## src/rtl/fetch_pkg.sv

```systemverilog
// Shared parameters and state encoding for the instruction fetch unit.
package fetch_pkg;

  localparam int unsigned ADDR_W = 12;
  localparam int unsigned DATA_W = 32;
  localparam logic [7:0] HALT_OPCODE = 8'hFF;
  localparam logic [ADDR_W-1:0] START_ADDR = '0;

  typedef enum logic [2:0] {
    StIdle,
    StFetch,
    StHold,
    StFlush,
    StHalted
  } fetch_state_t;

endpackage

```

## src/rtl/instr_fetch.sv

```systemverilog
// Instruction fetch unit: reads one instruction at a time from instruction
// memory, hands it to decode over a valid/ready handshake, follows branch
// redirects and stops on a HALT opcode until restarted.
module instr_fetch
  import fetch_pkg::*;
#(
  parameter int unsigned ADDR_W = fetch_pkg::ADDR_W,
  parameter int unsigned DATA_W = fetch_pkg::DATA_W,
  parameter logic [7:0] HALT_OPCODE = fetch_pkg::HALT_OPCODE,
  parameter logic [ADDR_W-1:0] START_ADDR = fetch_pkg::START_ADDR
) (
  input  logic              clk,
  input  logic              rst_n,
  input  logic              start,
  output logic [ADDR_W-1:0] mem_addr,
  output logic              mem_rd,
  input  logic [DATA_W-1:0] mem_data,
  input  logic              mem_ack,
  output logic [DATA_W-1:0] instr_out,
  output logic              instr_valid,
  input  logic              instr_ready,
  input  logic              redirect,
  input  logic [ADDR_W-1:0] redirect_addr,
  output logic              halted,
  output logic [ADDR_W-1:0] pc
);

  fetch_state_t      state_q;
  logic [ADDR_W-1:0] pc_q;
  logic              mem_rd_q;
  logic [DATA_W-1:0] instr_q;
  logic              valid_q;
  logic              halted_q;

  // FSM, program counter and all registered outputs
  always_ff @(posedge clk or negedge rst_n) begin
    if (!rst_n) begin
      state_q  <= StIdle;
      pc_q     <= START_ADDR;
      mem_rd_q <= 1'b0;
      instr_q  <= '0;
      valid_q  <= 1'b0;
      halted_q <= 1'b0;
    end else begin
      case (state_q)
        StIdle: begin
          if (start) begin
            pc_q     <= START_ADDR;
            mem_rd_q <= 1'b1;
            state_q  <= StFetch;
          end
        end
        StFetch: begin
          // Redirect wins over an ack in the same cycle; the ack data is dropped.
          if (redirect) begin
            pc_q     <= redirect_addr;
            mem_rd_q <= 1'b0;
            valid_q  <= 1'b0;
            state_q  <= StFlush;
          end else if (mem_ack) begin
            instr_q  <= mem_data;
            valid_q  <= 1'b1;
            pc_q     <= pc_q + ADDR_W'(1);
            mem_rd_q <= 1'b0;
            state_q  <= StHold;
          end
        end
        StHold: begin
          // A redirect consumes the held instruction without a halt check.
          if (redirect) begin
            pc_q     <= redirect_addr;
            mem_rd_q <= 1'b0;
            valid_q  <= 1'b0;
            state_q  <= StFlush;
          end else if (instr_ready) begin
            valid_q <= 1'b0;
            if (instr_q[DATA_W-1 -: 8] == HALT_OPCODE) begin
              halted_q <= 1'b1;
              state_q  <= StHalted;
            end else begin
              mem_rd_q <= 1'b1;
              state_q  <= StFetch;
            end
          end
        end
        StFlush: begin
          mem_rd_q <= 1'b1;
          state_q  <= StFetch;
        end
        StHalted: begin
          if (start) begin
            halted_q <= 1'b0;
            pc_q     <= START_ADDR;
            mem_rd_q <= 1'b1;
            state_q  <= StFetch;
          end
        end
        default: begin
          state_q  <= StIdle;
          mem_rd_q <= 1'b0;
          valid_q  <= 1'b0;
        end
      endcase
    end
  end

  // The memory address is the PC itself, so it is stable for the whole request.
  assign mem_addr    = pc_q;
  assign pc          = pc_q;
  assign mem_rd      = mem_rd_q;
  assign instr_out   = instr_q;
  assign instr_valid = valid_q;
  assign halted      = halted_q;

endmodule

```

## config.mk

```make
export PLATFORM = sky130hd
export DESIGN_NAME = instr_fetch
export DESIGN_NICKNAME = d
export VERILOG_FILES = /design/src/rtl/fetch_pkg.sv /design/src/rtl/instr_fetch.sv
export SDC_FILE = /design/constraint.sdc
export NUM_CORES = 1
export LEC_CHECK = 0
export BUFFER_PORTS_ARGS = -buffer_cell sky130_fd_sc_hd__clkbuf_2
export CAP_MARGIN = 20
export CELL_PAD_IN_SITES_DETAIL_PLACEMENT = 0
export CELL_PAD_IN_SITES_GLOBAL_PLACEMENT = 2
export CORE_MARGIN = 4
export CORE_UTILIZATION = 31
export DETAILED_ROUTE_END_ITERATION = 7
export PLACE_DENSITY = 0.95
export SLEW_MARGIN = 10
export SYNTH_ARGS = -nofsm -noshare
export SYNTH_HDL_FRONTEND = slang
export SYNTH_SLANG_ARGS = --single-unit
```

## constraint.sdc

```tcl
create_clock -name clk -period 2.7 [get_ports clk]
set_clock_uncertainty 0.2 [all_clocks]
set_input_delay 0.54 -clock clk [delete_from_list [all_inputs] [get_ports clk]]
set_output_delay 0.54 -clock clk [all_outputs]
set_load 0.03 [all_outputs]
```

Word-level counts from Yosys, hierarchy flattened:

Cells that the tools add are included.

* register bits after elaboration: 50
* output and inout bits: 59
* logic and storage cells: 63

* $add $sub $neg: 1
* equal/unequal tests: 14
* muxes and demuxes: 29
* bitwise operators: 2
* reductions and logical operators: 11

Operator list (number)
* 12-bit 2-to-1 mux: 4
* 12-bit case mux with 3 select lines: 1
* 3-bit 2-to-1 mux: 6
* 1-bit 2-to-1 mux: 14
* 12-bit by 1-bit adder with 12-bit output, second input constant: 1
* 3-bit case mux with 4 select lines: 1
* 2-bit inequality test, second input constant: 5
* 3-bit inequality test, second input constant: 3
* 3-bit AND reduction: 3
* 8-bit == test, second input constant: 1
* 4-bit AND reduction: 2
* 3-bit by 2-bit == test with 1-bit output, second input constant: 2
* 5-bit AND reduction: 1
* 1-bit case mux with 4 select lines: 1
* 3-bit by 1-bit == test with 1-bit output, second input constant: 1
* 3-bit == test, second input constant: 1
* 3-bit zero test: 1
* 1-bit case mux with 3 select lines: 1
* 3-bit nonzero test: 1
* 3-bit OR reduction: 1
* 2-bit by 1-bit inequality test with 1-bit output, second input constant: 1
* 1-bit inverter: 2
* 1-bit case mux with 2 select lines: 1
* 2-bit nonzero test: 1
* 2-bit OR reduction: 1

Depth between registers and ports, before layout:

Gate-level depths: netlist of run 1.

* depth after elaboration: 5
* mapped depth: 7

Least setup slack after synthesis of run 1:

No wires, ideal clock.

* path type: flip-flop to flip-flop
* start point: reg pc_q[0] (netlist: mem_addr[0])
* end point: reg pc_q[10] (netlist: mem_addr[10])
* library setup time: 125 ps
* arrival: 1435 ps
* data required time: 2375 ps
* slack: 939 ps
* cell stages (with the launch flop): 7
* path buffers: 0
* period minus slack after synthesis: 1761 ps
* cell sequence: dfrtp_1 -> ha_1 -> nand4_1 -> nor3_1 -> nor2_1 -> o21ai_0 -> o21ai_1

* longest elaborated chain between the ends: 4

RTL lines
* from (decl): RTL line instr_fetch.sv:29 `logic [ADDR_W-1:0] pc_q;`
* from (signal assigned): RTL line instr_fetch.sv:56 `pc_q <= redirect_addr;`
* from (signal assigned): RTL line instr_fetch.sv:63 `pc_q <= pc_q + ADDR_W'(1);`
* from (signal assigned): RTL line instr_fetch.sv:71 `pc_q <= redirect_addr;`
* 12-bit by 1-bit adder with 12-bit output: RTL line instr_fetch.sv:63
* 12-bit 2-to-1 mux: RTL line instr_fetch.sv:60 `end else if (mem_ack) begin`
* 12-bit 2-to-1 mux: RTL line instr_fetch.sv:55 `if (redirect) begin`
* 12-bit case mux with 3 select lines: RTL line instr_fetch.sv:45 `case (state_q)`

Every way passes these cells. The select of a mux whose other input is x is not followed.
A chain may end at the register's enable or synchronous reset.

Final worst setup path of run 1:

* start point: reg state_q[0]
* end point: reg pc_q[7] (netlist: mem_addr[7])

* longest elaborated chain between the ends: 4
* elaborated cells between the ends (all ways): 11

RTL lines
* from (decl): RTL line instr_fetch.sv:28 `fetch_state_t state_q;`
* from (signal assigned): RTL line instr_fetch.sv:38 `state_q <= StIdle;`
* from (signal assigned): RTL line instr_fetch.sv:50 `state_q <= StFetch;`
* from (signal assigned): RTL line instr_fetch.sv:59 `state_q <= StFlush;`
* 3-bit == test or 3-bit zero test (tied branches): RTL line instr_fetch.sv:45
* 2-bit OR reduction (no line)
* 2-bit by 1-bit inequality test with 1-bit output (no line) or 3-bit nonzero test (tied branches)
* 4-bit AND reduction (no line)

Several ways; a longest one is shown, not always the timed one.

==> summary.txt, run 1 <==
Logic synthesis
  • Synth Area in Adders: less than 1%
  • Yosys reg bits: 50
  • Average size of a mapped cell: 11.0 um2
  • Post-synth EDFFs: 0
  • Yosys warns: 0
  • Share of the synthesized area in the top cell type: between 40% and 50%
  • XOR/XNOR Fraction of Synth Area: less than 1%
  • Synthesized net count: ~290
  • Seq/Total Area, Yosys: 48.7%
  • Simple-gate share of the synthesized area: 14.0%
  • Largest family of logic cells by synthesized area: multiplexers
  • Most frequent cell after synthesis: dfrtp_1
  • Synth async-reset ratio: between 90% and 100%
  • Synth unique cells: 46
  • Synth top cells by count: dfrtp_1, mux2_2, nor2_1, o21ai_0, buf_4
  • Ys flop type: dfrtp_1
  • Compound-Gate Fraction of Synth Area: between 10% and 20%
  • Post-Syn Area: roughly 0.0026 mm2
  • Post-synthesis cell count: between 200 and 250
  • Synth area leaders: dfrtp_1, mux2_2, buf_4
  • Cell taking the most area after synthesis: dfrtp_1
  • Post-synthesis mux area share: about 14%

Floorplanning
  • Core area: 0.00789 mm2
  • # IOs: approximately 110
  • Initial Util: between 30% and 40%
  • Die height: between 90 and 100 um
  • Die ar.: 0.00981 mm2
  • Rows: 32
  • Die width: between 90 and 100 um

CTS
  • Root buffer cell: clkbuf_8
  • Clock transition at path regs: about 110 ps
  • Post-CTS setup buffer count: 0
  • # hold bufs at CTS: 0
  • Skew-Pair Late Insertion Delay: just over 300 ps
  • Clock tree sinks: 50
  • H-tree depth: 2
  • Clock buffer count from CTS: 5
  • Post-CTS sizing: 0
  • CTS tree: yes
  • Clock buffer depth: 2

Global route
  • GRT Max-Usage Layer: met2
  • Congestion Overflow GR: 0
  • Global Route met3 Usage: 4.67%
  • Antenna violations before repair: 0
  • Largest net degree at the start of global routing: 51
  • First-pass GRT wire length: 10300 um
  • Vias in the first global route: about 2.1k
  • GR Util met2: between 20% and 30%
  • GRT Total Usage: between 10% and 20%
  • Met1 usage in global routing: approximately 16%

Flow run
  • MaxCap Viol Count: 0

Worst setup path
  • R2r setup slk: between 500 and 600 ps
  • Largest delay contributor family on the critical path: compound AO/OA/AOI/OAI gates
  • Critical-path top delay cell: dfrtp_1
  • R2r endpoint: mem_addr[7]
  • Critical Path Stages: 5
  • Worst EP required: approximately 2700 ps
  • Kind of end point of the critical path: flip-flop
  • Max incr delay on CP: slightly below 600 ps
  • Reg2Reg Depth: 5
  • Critical path origin: state_q[0]
  • Crit path max fanout: 24
  • Worst reg2reg startpoint: state_q[0]
  • Crit path cell chain: nor2b_2 > a22o_1 > a22oi_4 > o21bai_1 > o2bb2ai_1
  • CP bufs+invs: 0
  • Setup CP Type: flip-flop to flip-flop
  • CP startpoint kind: flip-flop
  • Critical Path Sink: mem_addr[7]
  • CP Data Arrival Time: 2180 ps

Placed design
  • Placement Setup Slack: ~550 ps
  • Port Buffers: ~110
  • Gp weighted congestion: ~0.77
  • Post-DP HPWL: approximately 4500 um

Route
  • DRT iter0 DRCs: 64
  • # DRC: 0
  • Vias per cell: 4.79
  • Routed WL per cell: around 14 um
  • DRT antenna net count: 0
  • Via Count: a little over 2k
  • DR pass1 iterations: 4
  • Final WL: 6150 um

STA
  • Max_slew headroom: a little under three fifths
  • Final setup viols: 0
  • Hold Violations, Final: 0
  • Period minus WS final: ~2200 ps
  • Final period util: approximately four fifths
  • RSZ-0062 raised after global routing: no
  • Setup TNS: 0 ps
  • Final-report max-slew violation count: 0
  • Max Clk Rate: roughly 0.46 GHz
  • Worst Tran Pin Value: 642 ps
  • Final worst slack: 549 ps

Power
  • P_leak: 1.50 nW
  • Max IR drop VDD: between 600 and 700 uV
  • PwrDens: between 1000 and 1500 mW/mm2

Final layout
  • Area Growth Syn to Fin: 23.4%
  • Final net count: about 380
  • Register area: approximately 0.0013 mm2
  • Share of cells above drive strength 1: between 40 and 50%
  • Area occupied by multi-input gates: 0.00110 mm2
  • # fillers: roughly 790
  • Antenna Cells: 0

Min path
  • Hold crit path type: input port to async pin

Status
  • Outcome: finished, final reports clean
-- kinds of logic (layout without fill, tap and decap cells) --
group | after synthesis | count (layout)
compound gates | 55 | 55
xor+xnor | 1 | 1
fa+ha+maj | 1 | 1
buf+inv | 30 | 125
flops | 50 | 50
mux | 32 | 32
simple gates | 65 | 65
-- state kept, by name, summed over array words and instances, names as in the netlist --
name and cells:
state_q 3, instr_valid 1, mem_rd 1, mem_addr 12, halted 1, instr_out 32
-- stage by stage --
stage	cell area [um2]	power, mW	hold slack, ps	util (%)	instances
global route	3170	4.52	187	40.2	431
global placement	3060	3.67	282	38.8	423
CTS	3170	4.29	160	40.2	431
floorplan	2570	3.22	44.4	-	234
detailed placement	3060	3.71	293	38.8	423
finish	3170	4.22	132	40.2	431
-- report_power, final --
group | switching [mW] | total, mW | internal (mW) | leakage [nW]
Clock | 0.273 | 0.556 | 0.283 | 0.0591
Sequential | 0.356 | 1.46 | 1.11 | 0.603
Combinational | 1.46 | 2.20 | 0.741 | 0.835
-- routing by layer --
metal	share of wire, %	up-vias	routed length [um]
met1	41	967	2510
met5	0	-	0
met4	1.2	0	74
li1	-	1001	-
met3	11	7	662
met2	47	91	2910
-- cell type report --
class                      instances  area share, %
clock buffer                       5           2.17
clock inverter                     3           1.50
sequential                        50           39.4
inverter                           7          0.828
tap                              102           4.02
multi-input combinational        154           34.5
timing repair buffer             110           17.5
-- how the worst min path moves through the flow --
stage / startpoint / end / cells past startpoint / slack, ps
4_1_cts: rst_n / mem_addr[3] / 2 / 160
3_5_place_dp: mem_rd / mem_rd / 1 / 290
5_1_grt: rst_n / mem_addr[4] / 2 / 190
6_report: rst_n / mem_addr[3] / 2 / 130
3_3_place_gp: mem_rd / mem_rd / 1 / 280
2_1_floorplan: rst_n / halted / 0 / 40
-- placed cells by master (no fill, tap or decap), drive strengths merged, types with 2 or more instances in the layout --
master / instances
a22oi: 4
dfrtp: 50
o22ai: 2
nand2b: 2
nor3: 6
or2: 2
o21ai: 22
clkbuf: 113
o22a: 2
a21oi: 13
mux2: 32
nor2: 22
a32oi: 2
a31oi: 2
nand2: 12
buf: 2
and2: 4
inv: 9
nand4: 4
nand3: 5
nor4: 3
(Power assumes the default switching activity.)
==> run 2: changes to the inputs <==
--- a/config.mk
+++ b/config.mk
@@ -10,9 +10,9 @@
 export CELL_PAD_IN_SITES_DETAIL_PLACEMENT = 0
 export CELL_PAD_IN_SITES_GLOBAL_PLACEMENT = 2
 export CORE_MARGIN = 4
-export CORE_UTILIZATION = 31
+export CORE_UTILIZATION = 26
 export DETAILED_ROUTE_END_ITERATION = 7
-export PLACE_DENSITY = 0.95
+export PLACE_DENSITY = 0.86
 export SLEW_MARGIN = 10
 export SYNTH_ARGS = -nofsm -noshare
 export SYNTH_HDL_FRONTEND = slang
==> constraint.sdc (replaced) <==
create_clock -name clk -period 1.75 [get_ports clk]
set_clock_uncertainty 0.2 [all_clocks]
set_input_delay 0.35 -clock clk [delete_from_list [all_inputs] [get_ports clk]]
set_output_delay 0.35 -clock clk [all_outputs]
set_load 0.03 [all_outputs]
==> run 2 against run 1 <==
Critical path depth increased by 1. First-iteration DRC count increased by 53%. Sequential share of layout area decreased by 3.7 points. Design area increased by 11%. Cell count increased by 14%. Total power increased by 65%. Sequential cell count unchanged. Register-to-register slack got worse by 530 ps. Routed wire length increased by 7.7%. Critical path type unchanged. Largest cell class unchanged. Highest routed layer unchanged.
==> summary.txt, run 2 (synthesized netlist as in run 1, its figures left out) <==
CTS
  • Clock tree sinks: 50 (unchanged)
  • H-tree depth: 2 (unchanged)
  • Skew-Pair Late Insertion Delay: 300 ps (about the same)
  • Root buffer cell: clkbuf_8
  • CTS tree: yes
  • Clock buffer count from CTS: 5 (unchanged)
  • Clock transition at path regs: 100 ps (about the same)
  • Clock buffer depth: 2 (unchanged)

STA
  • Final-report max-slew violation count: 0 (unchanged)
  • Hold Violations, Final: 0 (unchanged)
  • Setup TNS: 0 ps (unchanged)
  • Final period util: 98.8% (+19 points)
  • Worst Tran Pin Value: 306 ps (-336 ps)
  • Max Clk Rate: 0.579 GHz (+24%)
  • RSZ-0062 raised after global routing: yes
  • Final worst slack: 21.8 ps (-527 ps)
  • Final setup viols: 0 (unchanged)
  • Period minus WS final: 1730 ps (-423 ps)
  • Max_slew headroom: 79.5% (+22 points)
  • Worst hold slack: 69.7 ps (-62.7 ps)

Floorplanning
  • Die height: 107 um (+8.5%)
  • Die ar.: 0.0115 mm2 (+18%)
  • # IOs: 109 (unchanged)
  • Initial Util: 26.6% (-6.0 points)
  • Die width: 107 um (+8.5%)
  • Rows: 36 (+13%)
  • Core area: 0.00968 mm2 (+23%)

Global route
  • Largest net degree at the start of global routing: 51 (unchanged)
  • Congestion Overflow GR: 0 (unchanged)
  • Antenna violations before repair: 0 (unchanged)
  • First-pass GRT wire length: 10500 um (+1.7%)
  • GRT Total Usage: 11.3% (-1.4 points)
  • Vias in the first global route: 2179 (+3.1%)

Placed design
  • Port Buffers: 108 (unchanged)
  • Post-DP HPWL: 4960 um (+9.2%)
  • Placement Setup Slack: -59.2 ps (-607 ps)
  • Gp weighted congestion: 0.808 (+5.3%)

Worst setup path
  • CP startpoint kind: flip-flop
  • CP Data Arrival Time: 1730 ps (-450 ps)
  • Critical path origin: state_q[0]
  • R2r endpoint: mem_addr[11]
  • R2r setup slk: 20 ps (-530 ps)
  • Worst reg2reg startpoint: state_q[0]
  • Reg2Reg Depth: 6 (+1)
  • Setup CP Type: flip-flop to flip-flop
  • Crit path max fanout: 24 (unchanged)
  • Worst EP required: 1750 ps (-980 ps)
  • Kind of end point of the critical path: flip-flop

Status
  • Outcome: finished, final reports clean

Min path
  • Min-Delay Endpoint: instr_out[4]
  • Hold path startpoint: mem_data[4]
  • Hold Crit Depth: 2
  • Hold crit path type: input port to flip-flop

Route
  • DR pass1 iterations: 4 (unchanged)
  • # DRC: 0 (unchanged)
  • Final WL: 6620 um (+7.7%)
  • Routed WL per cell: 13.4 um (-5.9%)
  • Via Count: 2186 (+5.8%)
  • DRT iter0 DRCs: 98 (+53%)
  • Vias per cell: 4.43 (-7.5%)
  • DRT antenna net count: 0 (unchanged)

Final layout
  • Share of cells above drive strength 1: 56.1% (+7.2 points)
  • Max reg flops: 32 (unchanged)
  • Final net count: 410 (+8.2%)
  • Area Growth Syn to Fin: 36.9%
  • Most frequent cells in the layout: clkbuf_2, dfrtp_1, mux2_2, buf_4, nor2_1
  • # fillers: 988 (+25%)
  • Commonest non-fill, non-tap cell in the layout: clkbuf_2
  • Final core utilization: 36.4% (-3.9 points)
  • Antenna Cells: 0 (unchanged)

Power
  • P_leak: 1.66 nW (+11%)
  • Max IR drop VDD: 802 uV (+30%)
  • PwrDens: 1980 mW/mm2 (+49%)

Flow run
  • MaxCap Viol Count: 0 (unchanged)
run 2: changes by cell type in the layout (fill, tap and decap cells not counted), moves of 2 or more:
cell / previous run / this run
nor2_1: 20 / 18
o21ai_1: 4 / 6
nor4_2: 0 / 2
nor4_1: 2 / 0
buf_6: 0 / 4
buf_4: 2 / 24
buf_12: 0 / 3
o21ai_0: 18 / 16
dfrtp_2: 0 / 6
dfrtp_1: 50 / 44
run 2: timing repair:
item	4_1_cts	5_1_grt
hold endpoints to repair	50	0
endpoints found under the setup margin	12	13
pin swaps	0	4
hold buffers	1	0
gates cloned	0	1
resized for setup	3	14
buffers inserted	1	9
run 2: layout make-up:
cell class / instances / area, um2 / area share (%)
Inverter: 7 / 26.3 / 0.746
Clock inverter: 2 / 16.3 / 0.462
Tap cell: 133 / 166 / 4.73
Clock buffer: 6 / 82.6 / 2.35
Sequential cell: 50 / 1260 / 35.7
Multi-Input combinational cell: 155 / 1130 / 32.2
Timing Repair Buffer: 140 / 836 / 23.7
run 2: worst max-delay path, stage by stage, from the launching register on:
cell and delay, ps:
dfrtp_2 460, nor2b_4 150, a22o_1 260, a22oi_4 160, buf_12 180, a21oi_1 50
o22a_1 180
run 2: worst max path at each step:
stage | end | cells after the start
floorplan | mem_addr[7] | 5
global placement | mem_addr[1] | 6
detailed placement | mem_addr[1] | 6
CTS | mem_addr[11] | 6
global route | mem_addr[10] | 6
finish | mem_addr[11] | 6
run 2: report_power, final:
part	total [mW]	internal (mW)	switching, mW
logic	4.08	1.55	2.53
registers	2.14	1.72	0.418
clock network	0.742	0.327	0.415
total	6.96	3.60	3.37
run 2: metal layers:
metal  GRT usage [%]  share of wire, %  vias to the layer above
li1                -                 -                     1063
met4            2.43              0.85                        0
met2            19.3                48                       80
met1            13.6                42                     1037
met3            4.44               9.5                        6
met5               0                 0                        -
run 2: stage by stage:
stage | power (mW) | instance area [um2] | cells
floorplan | 4.97 | 2570 | 234
global placement | 5.98 | 3280 | 473
detailed placement | 6.06 | 3280 | 473
CTS | 6.85 | 3410 | 483
global route | 7.43 | 3520 | 493
finish | 6.96 | 3520 | 493
